## src/rtl/idex_hazard_ctrl.sv

```systemverilog
// idex_hazard_ctrl: stall/flush sequencer for the ID/EX pipeline register
module idex_hazard_ctrl #(
  parameter int DIV_CYCLES = 32,
  parameter int CW         = 6
) (
  input  logic        clock,
  input  logic        reset,
  input  logic [4:0]  ID_Rs,
  input  logic [4:0]  ID_Rt,
  input  logic        ID_NeedRsByEX,
  input  logic        ID_NeedRtByEX,
  input  logic        ID_HiLoAccess,
  input  logic [4:0]  EX_WriteReg,
  input  logic        EX_RegWrite,
  input  logic        EX_MemRead,
  input  logic        EX_DivStart,
  input  logic        M_Stall,
  input  logic        Exc_Flush,
  output logic        ID_Stall,
  output logic        EX_Stall,
  output logic        ID_Flush,
  output logic        Div_Busy,
  output logic        Div_Done,
  output logic [15:0] Stall_Count
);
  localparam logic [1:0] S_IDLE  = 2'd0;
  localparam logic [1:0] S_DIV   = 2'd1;
  localparam logic [1:0] S_FLUSH = 2'd2;
  logic [1:0]    r_state;
  logic [1:0]    w_next;
  logic [CW-1:0] r_cnt;
  logic          r_div_done;
  logic [15:0]   r_stall_cnt;
  logic          w_busy;
  logic          w_cnt_zero;
  logic          w_accept;
  logic          w_lu;
  logic          w_hl;
  // next state, hazard detection and reset-gated stall/flush outputs
  always_comb begin
    w_busy     = r_state == S_DIV;
    w_cnt_zero = r_cnt == '0;
    w_accept   = (r_state == S_IDLE) & EX_DivStart & ~M_Stall;
    w_next     = Exc_Flush ? S_FLUSH : (w_accept | (w_busy & ~w_cnt_zero)) ? S_DIV : S_IDLE;
    w_lu       = EX_MemRead & EX_RegWrite & (EX_WriteReg != 5'd0) &
                 ((ID_NeedRsByEX & (ID_Rs == EX_WriteReg)) | (ID_NeedRtByEX & (ID_Rt == EX_WriteReg)));
    w_hl       = w_busy & ID_HiLoAccess;
    ID_Flush   = ~reset & (Exc_Flush | (r_state == S_FLUSH));
    EX_Stall   = ~reset & (M_Stall | (w_busy & EX_DivStart));
    ID_Stall   = ~reset & (EX_Stall | ((w_lu | w_hl) & ~ID_Flush));
    Div_Busy   = ~reset & w_busy;
  end
  // divider occupancy FSM; the counter loads on accept and runs down while busy
  always_ff @(posedge clock or posedge reset) begin
    if (reset) begin
      r_state    <= S_IDLE;
      r_cnt      <= '0;
      r_div_done <= 1'b0;
    end else begin
      r_state    <= w_next;
      r_cnt      <= (w_accept & ~Exc_Flush) ? CW'(DIV_CYCLES - 1) : w_busy ? r_cnt - 1'b1 : r_cnt;
      r_div_done <= w_busy & w_cnt_zero & ~Exc_Flush;
    end
  end
  // saturating count of stalled decode cycles
  always_ff @(posedge clock or posedge reset) begin
    if (reset) r_stall_cnt <= '0;
    else if (ID_Stall && r_stall_cnt != 16'hFFFF) r_stall_cnt <= r_stall_cnt + 16'd1;
  end
  assign Div_Done    = r_div_done;
  assign Stall_Count = r_stall_cnt;
endmodule

```

## config.mk

```make
export PLATFORM = sky130hd
export DESIGN_NAME = idex_hazard_ctrl
export DESIGN_NICKNAME = d
export VERILOG_FILES = /design/src/rtl/idex_hazard_ctrl.sv
export SDC_FILE = /design/constraint.sdc
export NUM_CORES = 1
export LEC_CHECK = 0
export ABC_CLOCK_PERIOD_IN_PS = 4600
export CORE_AREA = 2 2 79 81
export DETAILED_ROUTE_END_ITERATION = 12
export DIE_AREA = 0 0 81 83
export PLACE_DENSITY_LB_ADDON = 0.08
export SKIP_CTS_REPAIR_TIMING = 1
export SYNTH_ARGS = -nofsm -noshare
export SYNTH_HDL_FRONTEND = slang
export SYNTH_SLANG_ARGS = --single-unit
```

## constraint.sdc

```tcl
create_clock -name clock -period 4.6 [get_ports clock]
set_clock_uncertainty 0.2 [all_clocks]
set_input_delay 0.92 -clock clock [delete_from_list [all_inputs] [get_ports clock]]
set_output_delay 0.92 -clock clock [all_outputs]
set_load 0.005 [all_outputs]
```

==> results.yml, run 1 <==
run_status:
  outcome: "completed"
worst_setup_path:
  crit_chain: "clkdlybuf4s50_1 > or4_1 > nor2_2 > nor4b_2 > a21boi_4 > inv_1 > clkdlybuf4s50_1"
  crit_path_frequent_cell: "clkdlybuf4s50_1"
  path_buf_inv: 3
  slowest_delay_ns: 0.57
  cpLargestDelayFamily: "buffers and inverters"
  crit_path_top_delay_cell: "or4_1"
  end_kind: "primary output"
  startpoint_type: "primary input"
  cp.required_ns: 3.48
  cp.arrival_ns: 2.76
  crit_fanout: 3
  path_class: "primary input to primary output"
yosys:
  ys_seq_elements: 25
  synth_ff_type: "dfrtp_1"
  synth_compound_area_frac: 0.0567
  post_synth_num_cell_types: 35
  synth-xor-area-share: 0.161
  muxShareOfSynthArea: 0.0319
  synth_edf_count: 0
  syn_avg_cell_area_um2: 9.88
  yosys_warnings: 0
  ys_seq_area_frac: 0.443
  synthesis.area_um2: 1410
  syn_inst: 143
  synth_simple_gate_area_frac: 0.257
  synth_top_family_by_area: "simple AND/OR/NAND/NOR gates"
  synthAdderAreaFrac: 0.0266
  async_flop_share: 1.00
  mappedNetlistNets: 171
finish:
  nets: 222
  drive_above_1_share: 0.0570
  stdcell_area_um2: 2010
  n_antenna_cell: 0
  area_delta_synth_final_pct: 42.0
  layoutNonFillerInstCount: 268
  n_fill_cell: 633
timing:
  finalHoldWorstSlack_ns: 0.293
  timing.fmax_ghz: 0.258
  finalSetupViolations: 0
  fin_crit_sh: 0.843
  rsz0062_at_grt: "false"
  final.setup.tns_ns: 0
  drv_slew: 0
  relSlewSlack: 0.739
  finalHoldViolations: 0
  worst_slew_pin_slew_ns: 0.390
  period_minus_slack_ns: 3.88
global_route:
  antenna_found_initial: 0
  grt_max_degree: 26
  grt_first_pass_wirelength_um: 5640
  grt_pass1_vias: 1248
  globalRouteOverflowTotal: 0
  grt_use_total: 0.103
pwr:
  ir_drop_uv: 184
  pwr-share-seq: 0.496
  p_leak_uw: 0.000818
  p_int_uw: 432
  clkPwrFrac: 0.206
  p_sw_frac: 0.303
  power.density_nw_per_um2: 309
  p_sw_uw: 187
  power.total_uw: 619
  combinationalPowerShare: 0.298
floorplan:
  start_util: 0.243
  die_w_um: 81
  core_area_um2: 5820
  design.portCount: 46
  die_h_um: 83
  die_area_um2: 6720
  rows: 28
flow_run:
  maxCapViolations: 0
place:
  place_area_um2: 1960
  place_hpwl_um: 2560
  place_congestion: 0.749
  port-buffer-count: 45
  dp.cells: 264
clock_network:
  htreeDepth: 1
  clock_latency_ns: 0.26
  clkTransAtPathRegs_ns: 0.09
  cts_root_buf: "clkbuf_8"
  numCtsBuffers: 3
  clock_path_buffers: 2
  clock_sinks: 25
  cts_tree: "yes"
detailed_routing:
  drtIter0Drc: 36
  wl_per_cell_um: 12.7
  firstDrtPassIters: 3
  wl_met2_um: 1480
  via_per_inst: 4.54
  dr.max_layer_used: "met4"
  ant_nets: 0
  drt-met1-wl_um: 1630
  vias: 1217
  met3_length_um: 266
  routed_wl_um: 3390
  route.detailed.drc: 0
min_path:
  hp-class: "register to register"
power groups by stage:
| stage | sequential (uW) | combinational (uW) | clock, uW |
|---|---|---|---|
| global placement | 309 | 184 | 0 |
| floorplan | 301 | 77.6 | 0 |
| detailed placement | 310 | 185 | 0 |
| global route | 315 | 205 | 143 |
| finish | 307 | 184 | 128 |
| CTS | 307 | 187 | 133 |
sequential cells by signal, summed over array words and instances (netlist names):
signal and cells:
r_cnt 6, Div_Done 1, r_state 2, Stall_Count 16
placed cells by master (no fill, tap or decap), types with 4 or more instances in the layout:
cell type / n
clkdlybuf4s50_1: 45
inv_1: 6
nor3_1: 12
xnor2_1: 13
nand3_1: 7
nor2_1: 8
xor2_1: 13
nand2_1: 14
nand4_1: 4
dfrtp_1: 25
area by class of cell:
cell class              instances  area [um2]  share of cell area
inverters                       6        22.5              0.0112
flip-flops and latches         25         626               0.312
repair buffers                 47         465               0.232
clock buffers                   4        45.0              0.0225
multi-input cells             111         753               0.376
well taps                      75        93.8              0.0468
Yosys cell counts, types with 2 or more instances:
cell      instances  share of area
nor4_1            2         0.0089
nor2_1            8          0.021
nand3_1           7          0.025
mux2_1            3          0.024
nor3_1           12          0.043
xnor2_1          13          0.081
nand4_1           4          0.018
inv_1             6          0.016
xor2_1           13          0.081
and3_1            3          0.013
dfrtp_1          25           0.44
nand2_1          14          0.037
o21ai_0           3          0.011
ha_1              3          0.027
a21oi_1           2         0.0071
o211ai_1          2          0.011
nor3b_1           2          0.011
and2_1            2         0.0089
nor2_2            3          0.013
logic make-up after synthesis:
family,count (synthesis)
flip-flops,25
adder cells (fa/ha/maj),3
XOR/XNOR,26
AND/OR/NAND/NOR,67
buffers and inverters,7
AO/OA/AOI/OAI,11
multiplexers,4
routing by layer:
layer	track usage	vias up
li1	-	597
met1	0.141	581
met2	0.166	37
met3	0.0185	2
met4	0.0277	0
met5	0	-
metrics by stage:
| step | utilization | setup WS [ns] |
|---|---|---|
| 6_report | 0.345 | 0.720 |
| 5_1_grt | 0.345 | 0.610 |
| 4_1_cts | 0.345 | 0.697 |
| 3_5_place_dp | 0.337 | 0.702 |
| 3_3_place_gp | 0.337 | 0.734 |
| 2_1_floorplan | - | 1.43 |
path summary, 6_finish.rpt:
kind | cells past startpoint | to | start | slack [ns]
worst max-delay path | 7 | ID_Stall | EX_WriteReg[1] | 0.72
worst min-delay path | 1 | Stall_Count[15] | Stall_Count[15] | 0.29
worst max register to register | 6 | Stall_Count[1] | Stall_Count[0] | 2.31
worst min register to register | 1 | Stall_Count[15] | Stall_Count[15] | 0.29
max in group asynchronous | 3 | r_cnt[2] | reset | 2.98
min in group asynchronous | 3 | r_state[1] | reset | 0.97
Note: power is estimated with default switching activity, not from simulation.
==> inputs of run 2 (changes only) <==
--- a/config.mk
+++ b/config.mk
@@ -5,7 +5,7 @@
 export SDC_FILE = /design/constraint.sdc
 export NUM_CORES = 1
 export LEC_CHECK = 0
-export ABC_CLOCK_PERIOD_IN_PS = 4600
+export ABC_CLOCK_PERIOD_IN_PS = 3200
 export CORE_AREA = 2 2 79 81
 export DETAILED_ROUTE_END_ITERATION = 12
 export DIE_AREA = 0 0 81 83
==> constraint.sdc (replaced) <==
create_clock -name clock -period 3.2 [get_ports clock]
set_clock_uncertainty 0.2 [all_clocks]
set_input_delay 0.64 -clock clock [delete_from_list [all_inputs] [get_ports clock]]
set_output_delay 0.64 -clock clock [all_outputs]
set_load 0.005 [all_outputs]
==> results.yml, run 2 (synthesized netlist as in run 1, its figures left out) <==
clock_network:
  htreeDepth: 1
  clock_latency_ns: 0.27
  cts_root_buf: "clkbuf_8"
  clock_path_buffers: 2
  clkTransAtPathRegs_ns: 0.08
  cts_tree: "yes"
  clock_sinks: 25
  numCtsBuffers: 3
global_route:
  grt_first_pass_wirelength_um: 5780
  grt_max_degree: 26
  grt_use_total: 0.108
  antenna_found_initial: 0
  globalRouteOverflowTotal: 0
  grt_pass1_vias: 1255
detailed_routing:
  route.detailed.drc: 0
  ant_nets: 0
  via_per_inst: 4.46
  vias: 1217
  firstDrtPassIters: 4
  drtIter0Drc: 47
  wl_per_cell_um: 12.8
  routed_wl_um: 3510
finish:
  multi_input_comb_area_um2: 768
  layoutNonFillerInstCount: 273
  stdcell_area_um2: 2070
  mostFrequentLayoutCells: "clkdlybuf4s50_1 (42), dfrtp_1 (25), nand2_1 (14), xor2_1 (13), xnor2_1 (13)"
  largest_reg_flops: 16
  n_antenna_cell: 0
  seqCellArea_um2: 626
  final_common_cell: "clkdlybuf4s50_1"
  nets: 227
  drive_above_1_share: 0.0960
  area_delta_synth_final_pct: 46.3
  n_fill_cell: 616
place:
  place_congestion: 0.751
  place_area_um2: 1990
  port-buffer-count: 45
  place_hpwl_um: 2620
  dp.cells: 268
pwr:
  power.density_nw_per_um2: 433
  ir_drop_uv: 256
  p_leak_uw: 0.000878
timing:
  relSlewSlack: 0.715
  fin_crit_sh: 0.926
  drv_slew: 0
  rsz0062_at_grt: "false"
  worst_slew_pin_slew_ns: 0.426
  finalHoldWorstSlack_ns: 0.301
  finalHoldViolations: 0
  finalSetupViolations: 0
  timing.fmax_ghz: 0.337
  period_minus_slack_ns: 2.96
floorplan:
  rows: 28
  die_area_um2: 6720
  die_w_um: 81
  design.portCount: 46
  start_util: 0.243
  core_area_um2: 5820
  die_h_um: 83
worst_setup_path:
  path_class: "primary input to primary output"
  r2r_cells: 8
  startpoint: "EX_WriteReg[2]"
  crit_path_end: "ID_Stall"
  cp.arrival_ns: 2.12
  crit_path_top_delay_cell: "or4_4"
  reg2reg_from: "r_state[1]"
  slowest_delay_ns: 0.53
  reg2reg_setup_slack_ns: 0.83
  cp.required_ns: 2.36
  crit_fanout: 2
  r2r_end: "Stall_Count[12]"
  end_kind: "primary output"
  crit_chain: "clkdlybuf4s50_1 > or4_4 > nor2_4 > nor4b_2 > a21boi_4 > inv_1 > dlymetal6s2s_1"
  startpoint_type: "primary input"
flow_run:
  maxCapViolations: 0
run_status:
  outcome: "completed"
min_path:
  whs_path_depth: 1
  hp-class: "register to register"
  worstHoldStart: "Stall_Count[4]"
-- run 2: where the power goes --
part / switching (uW) / internal (uW) / leakage (uW) / total [uW]
Combinational: 102 / 167 / 0.000549 / 268
Clock: 99.2 / 87.1 / 0.0000255 / 186
Sequential: 73.0 / 368 / 0.000304 / 441
Total: 274 / 622 / 0.000878 / 896
-- run 2: how the worst min path moves through the flow --
stage	endpoint	slack [ns]
floorplan	Stall_Count[4]	0.28
detailed placement	Stall_Count[4]	0.28
global route	Stall_Count[4]	0.33
global placement	Stall_Count[15]	0.28
finish	Stall_Count[4]	0.30
CTS	Stall_Count[4]	0.30
-- run 2: metrics by stage --
| stage | power (uW) | utilization | setup slack (ns) | TNS [ns] |
|---|---|---|---|---|
| finish | 896 | 0.355 | 0.236 | 0 |
| detailed placement | 713 | 0.342 | -0.144 | -0.144 |
| CTS | 907 | 0.350 | -0.151 | -0.151 |
| global placement | 710 | 0.342 | -0.101 | -0.101 |
| global route | 955 | 0.355 | 0.158 | 0 |
| floorplan | 544 | - | 0.588 | 0 |
-- run 2: critical path, delay by kind of cell --
family	cells	cell delay [ns]
buf+inv	3	0.61
simple gates	3	0.71
compound gates	1	0.15
-- run 2: layout make-up --
| class | instances | area share |
|---|---|---|
| Timing Repair Buffer | 52 | 0.247 |
| Clock inverter | 1 | 0.00242 |
| Sequential cell | 25 | 0.303 |
| Clock buffer | 3 | 0.0200 |
| Inverter | 6 | 0.0109 |
| Multi-Input combinational cell | 111 | 0.372 |
| Tap cell | 75 | 0.0454 |
-- run 2: routing by layer --
| layer | vias up | routed length, um | share of wire | track usage |
|---|---|---|---|---|
| li1 | 607 | - | - | - |
| met2 | 44 | 1490 | 0.43 | 0.170 |
| met4 | 0 | 54 | 0.015 | 0.0416 |
| met3 | 5 | 201 | 0.057 | 0.0141 |
| met1 | 561 | 1760 | 0.50 | 0.148 |
| met5 | - | 0 | 0 | 0 |
